===== src/rtl/neural_stage_bias_seq.sv =====
// Bias sequencer: pairs each accumulated value with its neuron's bias for the shared
// adder, then queues the adder's registered sum in a small credit-checked output FIFO.
module neural_stage_bias_seq #(
  parameter int NEURONS    = 16,
  parameter int FIFO_DEPTH = 4,
  localparam int IDX_W     = (NEURONS > 1) ? $clog2(NEURONS) : 1
) (
  input  logic             clk,
  input  logic             reset,
  input  logic             cfg_start,
  input  logic             bias_wr_en,
  input  logic [IDX_W-1:0] bias_wr_addr,
  input  logic [31:0]      bias_wr_data,
  input  logic             in_valid,
  output logic             in_ready,
  input  logic [31:0]      in_data,
  output logic [31:0]      add_a,
  output logic [31:0]      add_b,
  input  logic [31:0]      add_result,
  output logic             out_valid,
  input  logic             out_ready,
  output logic [31:0]      out_data,
  output logic [IDX_W-1:0] out_index,
  output logic             out_last,
  output logic             busy,
  output logic             done,
  output logic             err
);

  localparam int PTR_W = (FIFO_DEPTH > 1) ? $clog2(FIFO_DEPTH) : 1;
  localparam int CNT_W = $clog2(FIFO_DEPTH + 1);

  typedef enum logic [1:0] {
    S_IDLE,
    S_RUN,
    S_DRAIN
  } state_t;

  state_t           r_state;
  logic [IDX_W-1:0] r_idx;
  logic             r_inflight;
  logic [IDX_W-1:0] r_tag_idx;
  logic             r_tag_last;
  logic             r_done;
  logic             r_err;

  logic [31:0]      r_bias      [NEURONS];
  logic [31:0]      r_fifo_data [FIFO_DEPTH];
  logic [IDX_W-1:0] r_fifo_idx  [FIFO_DEPTH];
  logic             r_fifo_last [FIFO_DEPTH];
  logic [PTR_W-1:0] r_wr_ptr;
  logic [PTR_W-1:0] r_rd_ptr;
  logic [CNT_W-1:0] r_count;

  logic             w_idle;
  logic             w_accept;
  logic             w_last_idx;
  logic             w_push;
  logic             w_pop;
  logic             w_bias_we;
  logic [CNT_W:0]   w_outstanding;
  logic [PTR_W-1:0] w_wr_ptr_nxt;
  logic [PTR_W-1:0] w_rd_ptr_nxt;

  assign w_idle     = (r_state == S_IDLE);
  assign w_last_idx = (r_idx == IDX_W'(NEURONS - 1));

  // Credit covers the FIFO plus the one sum still inside the adder, so a push can never overflow.
  assign w_outstanding = {1'b0, r_count} + {{CNT_W{1'b0}}, r_inflight};
  assign in_ready      = (r_state == S_RUN) && (w_outstanding < (CNT_W + 1)'(FIFO_DEPTH));
  assign w_accept      = in_valid && in_ready;

  assign add_a = w_accept ? in_data       : 32'd0;
  assign add_b = w_accept ? r_bias[r_idx] : 32'd0;

  assign w_push = r_inflight;
  assign w_pop  = out_valid && out_ready;

  assign w_wr_ptr_nxt = (r_wr_ptr == PTR_W'(FIFO_DEPTH - 1)) ? '0 : r_wr_ptr + 1'b1;
  assign w_rd_ptr_nxt = (r_rd_ptr == PTR_W'(FIFO_DEPTH - 1)) ? '0 : r_rd_ptr + 1'b1;

  assign out_valid = (r_count != '0);
  assign out_data  = r_fifo_data[r_rd_ptr];
  assign out_index = r_fifo_idx[r_rd_ptr];
  assign out_last  = r_fifo_last[r_rd_ptr];

  assign busy = !w_idle;
  assign done = r_done;
  assign err  = r_err;

  assign w_bias_we = bias_wr_en && w_idle && (int'(bias_wr_addr) < NEURONS);

  // NOTE: the bias table is a plain register file with no reset; software must load it before use.
  always_ff @(posedge clk) begin
    if (w_bias_we) begin
      r_bias[bias_wr_addr] <= bias_wr_data;
    end
  end

  always_ff @(posedge clk or negedge reset) begin
    if (!reset) begin
      r_state    <= S_IDLE;
      r_idx      <= '0;
      r_inflight <= 1'b0;
      r_tag_idx  <= '0;
      r_tag_last <= 1'b0;
      r_done     <= 1'b0;
      r_err      <= 1'b0;
    end else begin
      r_done     <= 1'b0;
      r_inflight <= w_accept;
      if (w_accept) begin
        r_tag_idx  <= r_idx;
        r_tag_last <= w_last_idx;
      end

      if (!w_idle && (bias_wr_en || cfg_start)) begin
        r_err <= 1'b1;
      end

      case (r_state)
        S_IDLE: begin
          if (cfg_start) begin
            r_state <= S_RUN;
            r_idx   <= '0;
          end
        end
        S_RUN: begin
          if (w_accept) begin
            if (w_last_idx) begin
              r_state <= S_DRAIN;
              r_idx   <= '0;
            end else begin
              r_idx <= r_idx + 1'b1;
            end
          end
        end
        S_DRAIN: begin
          // NOTE: done is registered so it lands exactly on the first IDLE cycle, glitch-free.
          if (!r_inflight && (r_count == '0)) begin
            r_state <= S_IDLE;
            r_done  <= 1'b1;
          end
        end
        default: r_state <= S_IDLE;
      endcase
    end
  end

  // The FIFO storage is tiny and drives the outputs directly, so it is reset to give clean zeros.
  always_ff @(posedge clk or negedge reset) begin
    if (!reset) begin
      r_wr_ptr <= '0;
      r_rd_ptr <= '0;
      r_count  <= '0;
      for (int i = 0; i < FIFO_DEPTH; i++) begin
        r_fifo_data[i] <= '0;
        r_fifo_idx[i]  <= '0;
        r_fifo_last[i] <= 1'b0;
      end
    end else begin
      if (w_push) begin
        r_fifo_data[r_wr_ptr] <= add_result;
        r_fifo_idx[r_wr_ptr]  <= r_tag_idx;
        r_fifo_last[r_wr_ptr] <= r_tag_last;
        r_wr_ptr              <= w_wr_ptr_nxt;
      end
      if (w_pop) begin
        r_rd_ptr <= w_rd_ptr_nxt;
      end
      if (w_push && !w_pop) begin
        r_count <= r_count + 1'b1;
      end else if (w_pop && !w_push) begin
        r_count <= r_count - 1'b1;
      end
    end
  end

endmodule


===== config.mk =====
export PLATFORM = sky130hd
export DESIGN_NAME = neural_stage_bias_seq
export DESIGN_NICKNAME = d
export VERILOG_FILES = /design/src/rtl/neural_stage_bias_seq.sv
export SDC_FILE = /design/constraint.sdc
export NUM_CORES = 1
export LEC_CHECK = 0
export ABC_AREA = 1
export CAP_MARGIN = 20
export CORE_MARGIN = 4
export CORE_UTILIZATION = 35
export CTS_CLUSTER_DIAMETER = 150
export DETAILED_ROUTE_END_ITERATION = 10
export HOLD_SLACK_MARGIN = 0.12
export PLACE_DENSITY_LB_ADDON = 0.05
export SLEW_MARGIN = 0
export SYNTH_ARGS = -nofsm -noshare
export SYNTH_HDL_FRONTEND = slang
export SYNTH_SLANG_ARGS = --single-unit

===== constraint.sdc =====
create_clock -name clk -period 3.25 [get_ports clk]
set_input_delay 0.65 -clock clk [delete_from_list [all_inputs] [get_ports clk]]
set_output_delay 0.65 -clock clk [all_outputs]
set_load 0.03 [all_outputs]

### Yosys cells after proc, flatten, opt, wreduce, memory -nomap -nowiden

Memory sizes are Yosys's and may differ from the RTL's.
Index checks and enable logic that the tools add are counted.

* order comparisons: 4
* reductions and logical operators: 20
* muxes and demuxes: 37
* bitwise logic cells: 2
* eq/ne operators: 9
* $add $sub $neg: 6

Operators with widths (count)
* two-way mux 32 bit: 5
* bitwise mux 128 bit: 1
* binary-select mux 32 bit (select 2 bit): 1
* demux 32 bit (select 2 bit): 1
* two-way mux 4 bit: 6
* bitwise mux 16 bit: 1
* two-way mux 2 bit: 6
* logical AND 1 bit: 9
* binary-select mux 4 bit (select 2 bit): 1
* demux 4 bit (select 2 bit): 1
* != test 2 bit, second input constant: 4
* one-hot mux 4 bit (2 select lines): 1
* two-way mux 1 bit: 7
* == test 2 bit, second input constant: 3
* greater-or-equal comparator 3 bit, second input constant: 2
* two-way mux 3 bit: 2
* inverter 2 -> 3 bit: 2
* one-hot mux 2 bit (3 select lines): 1
* adder 2 x 1 -> 2 bit, second input constant: 2
* adder 3 x 1 -> 4 bit: 1
* adder 4 x 1 -> 4 bit, second input constant: 1
* bitwise mux 4 bit: 1
* == test 4 bit, second input constant: 1
* less-than comparator 4 x 3 -> 1 bit, second input constant: 1
* 14 further kinds: 17

* flip-flop bits (word level): 169
* input bits: 106
* memories: 1
* logic and storage cells: 101
* output and inout bits: 106
* bits in writable memories: 512

Memories
* r_bias: depth 16, bits a word 32, rd ports 1, clocked after memory_dff 0, wr ports 1, RTL line 47 `logic [31:0] r_bias [NEURONS];`

### Logic depth before layout (Yosys ltp)

* depth after elaboration: 6
* mapped depth: 10

### Worst setup path after synthesis

No wires, ideal clock.

* kind: reg-to-reg
* start point: reg r_state[0]
* end point: mem r_bias[10][0] (enable)
* data required time: 2.829 ns
* setup slack: 0.337 ns
* cell stages (with the launch flop): 6
* period minus slack after synthesis: 2.913 ns
* data arrival time: 2.491 ns
* cells stage by stage: dfrtp_1 nor2_1 inv_1 nor2_1 nand3_1 nor2_1

* word-level cells in the longest chain between the ends: 4

RTL lines
* start, declared: RTL line 39 `state_t r_state;`
* start signal, assigned: RTL line 102 `r_state <= S_IDLE;`
* start signal, assigned: RTL line 124 `r_state <= S_RUN;`
* start signal, assigned: RTL line 131 `r_state <= S_DRAIN;`
* zero test 2 bit: RTL line 65 `assign w_idle = (r_state == S_IDLE);`
* logical AND 1 bit: RTL line 91 `assign w_bias_we = bias_wr_en && w_idle && (int'(bias_wr_addr) < NEURONS);`
* two-way mux 1 bit: RTL line 95 `if (w_bias_we) begin`
* two-way mux 1 bit (not written as such): RTL line 96 `r_bias[bias_wr_addr] <= bias_wr_data;`
* end, declared: RTL line 47

Every way passes these cells.

### Worst setup path in the final report

* start point: reg r_idx[0]
* end point: out add_b[29]

* word-level cells in the longest chain between the ends: 2

RTL lines
* start, declared: RTL line 40 `logic [IDX_W-1:0] r_idx;`
* start signal, assigned: RTL line 134 `r_idx <= r_idx + 1'b1;`
* memory read (16 x 32 bit)
* two-way mux 32 bit: RTL line 74 `assign add_b = w_accept ? r_bias[r_idx] : 32'd0;`
* end, declared: RTL line 18 `output logic [31:0] add_b,`

Every way passes these cells.

==> summary.txt <==
Worst setup path
  – CP required: 2.60 ns
  – Worst-path fanout max: 46
  – Worst Path Arrival: 2.48 ns
  – R2r setup slk: 1.09 ns
  – CP startpoint kind: flop
  – R2R depth: 7
  – Setup CP Type: flop to output port
  – R2R Path End: r_bias[1][26]
  – Worst Setup End Kind: output port
  – R2R Path Start: r_state[0]

Power and ir drop
  – Leakage: 13.6 nW
  – Switching share of total power: 0.364
  – Reg power frac: 0.359
  – Pint: 0.0196 W
  – Power Dens Cells: 881 mW/mm2
  – Maximum vdd drop: 368 uV
  – Logic pwr share: 0.365
  – Net Switching: 0.0112 W
  – Clock Power Share: 0.275

Global routing
  – Total GRT Usage: 0.184
  – Largest net degree at the start of global routing: 97
  – Initial antenna violation count: 4
  – Gr ovfl total: 0
  – Vias in the first global route: 19500
  – Global-route wire length before repair: 121000 um

Clock tree
  – Worst-path clk slew: 0.06 ns
  – CTS tree: built
  – Root Buffer Master: clkbuf_16
  – Clk_lat worst skew: 0.61 ns
  – CTS H-tree lvls: 3
  – Sink Count: 681
  – Clock buffer depth: 3
  – TritonCTS Buffers: 77

Place
  – GPL Wtd Cong: 0.763
  – IO Port Bufs: 211
  – Pre-CTS setup slack: 0.418 ns
  – Dpl hpwl: 45000 um

Hold path
  – Worst hold path cell count: 2
  – Hold Crit Class: flop to flop
  – Worst Hold Launch: r_fifo_data[32]
  – Hold EP: r_fifo_data[32]

Floorplanning
  – DIE WIDTH: 292 um
  – Die Ht: 292 um
  – Row count: 103
  – Starting Density: 0.355
  – Ports: 212
  – Die area: 0.0852 mm2
  – Core area: 0.0794 mm2

Routing
  – Via density: 4.98
  – DR DRC count: 0
  – Vias: 19700
  – DR iter-0 viols: 1123
  – Wirelength per Cell: 20.3 um
  – DRT antenna net count: 0
  – Total Wirelength: 80300 um
  – Pre-Repair DR Iteration Count: 5

STA
  – Worst rel slew slack: 0.477
  – Worst hold slack: 0.477 ns
  – Final hold violation count: 0
  – Fmax: 319 MHz
  – Max Transition Viols Final: 0
  – Slew @ Worst Pin: 0.784 ns
  – RSZ-0062 raised after global routing: yes
  – PnR worst setup slack: 0.119 ns
  – Final Skew: 0.0137 ns
  – Tcrit/Tclk final: 0.963
  – Tmin final: 3.13 ns
  – Final setup fails: 0

Logic synthesis
  – Seq/Total Area, Yosys: 0.695
  – Simple-gate share of the synthesized area: 0.204
  – Synth Area in Compound Gates: 0.0564
  – Synth Register Bits: 681
  – Adder and majority gate portion of the synthesized area: 0.00381
  – Top_reg_cell synth: edfxtp_1
  – Synth Area in XOR/XNOR: 0.000621
  – Main combinational cell family by area after synthesis: simple AND/OR/NAND/NOR gates
  – Syn Std Cell Area: 0.0282 mm2
  – Unique masters post-synth: 34
  – Number of flops mapped to enable cells by yosys: 512
  – Synth warn: 0
  – Mux contribution to synthesized area: 0.000399
  – Syn_nets: 2758
  – Mapped Cells: 2644
  – Synth Area per Inst: 10.7 um2
  – Asr flop ratio synth: 0.248

Cells and area
  – Layout cell share with drive strength beyond 1: 0.122
  – Commonest non-fill, non-tap cell in the layout: nand2_1
  – Most frequent cells in the layout: nand2_1 (829), edfxtp_1 (512), nand3_1 (360)
  – Syn-to-layout area delta: 24.2%
  – Layout Nets: 2958
  – Filler cells: 7487

Flow run
  – Max-Cap Viols: 0

Outcome
  – Status: finished, final reports clean
## final cells by class
type                    count  area (um2)  share of cell area
inverters                  89         363              0.0104
diodes                      2        5.00            0.000143
flip-flops and latches    681       19600               0.560
well taps                1050        1310              0.0375
repair buffers            290        3610               0.103
multi-input cells        1705        7640               0.218
clock buffers             106        2190              0.0625
clock inverters            35         294             0.00839
## routing by layer
metal / vias up / global-route usage / part of all wire / wire length, um
li1: 9424 / - / - / -
met3: 126 / 0.0312 / 0.044 / 3570
met5: - / 0 / 0.00032 / 26
met1: 9713 / 0.240 / 0.43 / 34700
met4: 4 / 0.0521 / 0.025 / 2010
met2: 449 / 0.316 / 0.50 / 40000
## worst max-delay path: stages (launching register included)
cell       delay [ns]
dfrtp_4          0.59
clkinv_16        0.19
buf_12           0.25
nand2_1          0.08
nand3_1          0.07
nand3_1          0.06
nand3_1          0.23
nand2_1          0.08
nor2_1           0.18
buf_12           0.15
## kinds of logic after synthesis
logic type | after synthesis
flops | 681
simple gates | 1393
compound gates | 301
mux | 1
fa+ha+maj | 8
xor+xnor | 2
buf+inv | 258
## cell usage after synthesis, types with 10 or more instances
library cell / instances / area share
o22ai_1: 37 / 0.0082
nand2_1: 833 / 0.11
dfrtp_1: 169 / 0.15
o21ai_0: 228 / 0.040
nand3_1: 360 / 0.064
nor2_1: 179 / 0.024
clkbuf_1: 67 / 0.0089
inv_1: 85 / 0.011
a21oi_1: 17 / 0.0030
edfxtp_1: 512 / 0.54
buf_2: 82 / 0.015
buf_1: 10 / 0.0013
nand2_2: 10 / 0.0022
## power groups by stage
stage | logic (W) | registers (W) | clock network, W
final | 0.0113 | 0.0111 | 0.00850
after global routing | 0.0124 | 0.0112 | 0.00910
after CTS | 0.0114 | 0.0111 | 0.00876
after detailed placement | 0.0112 | 0.0113 | 0
after global placement | 0.0111 | 0.0112 | 0
after floorplan | 0.00665 | 0.0110 | 0
## registers in the layout, summed over array words and instances, names as in the netlist
name	flops
r_tag_idx	4
r_count	3
r_fifo_last	4
r_bias	512
r_fifo_data	128
r_rd_ptr	2
r_tag_last	1
r_inflight	1
r_wr_ptr	2
r_idx	4
r_fifo_idx	16
done	1
err	1
r_state	2
## through the flow
| stage | TNS [ns] | utilization | total power, W | std cells | cell area, um2 |
|---|---|---|---|---|---|
| 2_1_floorplan | 0 | - | 0.0177 | 2644 | 28200 |
| 3_3_place_gp | 0 | 0.407 | 0.0223 | 3807 | 32300 |
| 3_5_place_dp | 0 | 0.407 | 0.0225 | 3807 | 32300 |
| 4_1_cts | -0.00413 | 0.440 | 0.0312 | 3952 | 34900 |
| 5_1_grt | -0.0247 | 0.441 | 0.0327 | 3956 | 35000 |
| 6_report | 0 | 0.441 | 0.0309 | 3958 | 35000 |
## worst max path at each step
stage	end	start	depth (start not counted)	slack [ns]
after floorplan	r_bias[10][0]	r_state[0]	5	0.34
after global placement	add_b[31]	in_valid	6	0.45
after detailed placement	add_b[2]	in_valid	6	0.42
after CTS	add_b[0]	r_idx[0]	8	-0.004
after global routing	add_b[3]	r_idx[0]	9	-0.01
final	add_b[29]	r_idx[0]	9	0.12
## repair_timing
item / CTS / global route
gates cloned: 1 / 2
gates resized for setup: 7 / 14
hold buffers: 1 / 0
buffers inserted: 2 / 2
pin swaps: 0 / 1
endpoints found under the setup margin: 29 / 42
endpoints found under the hold margin: 56 / 0
Power figures use the tool's default switching activity.
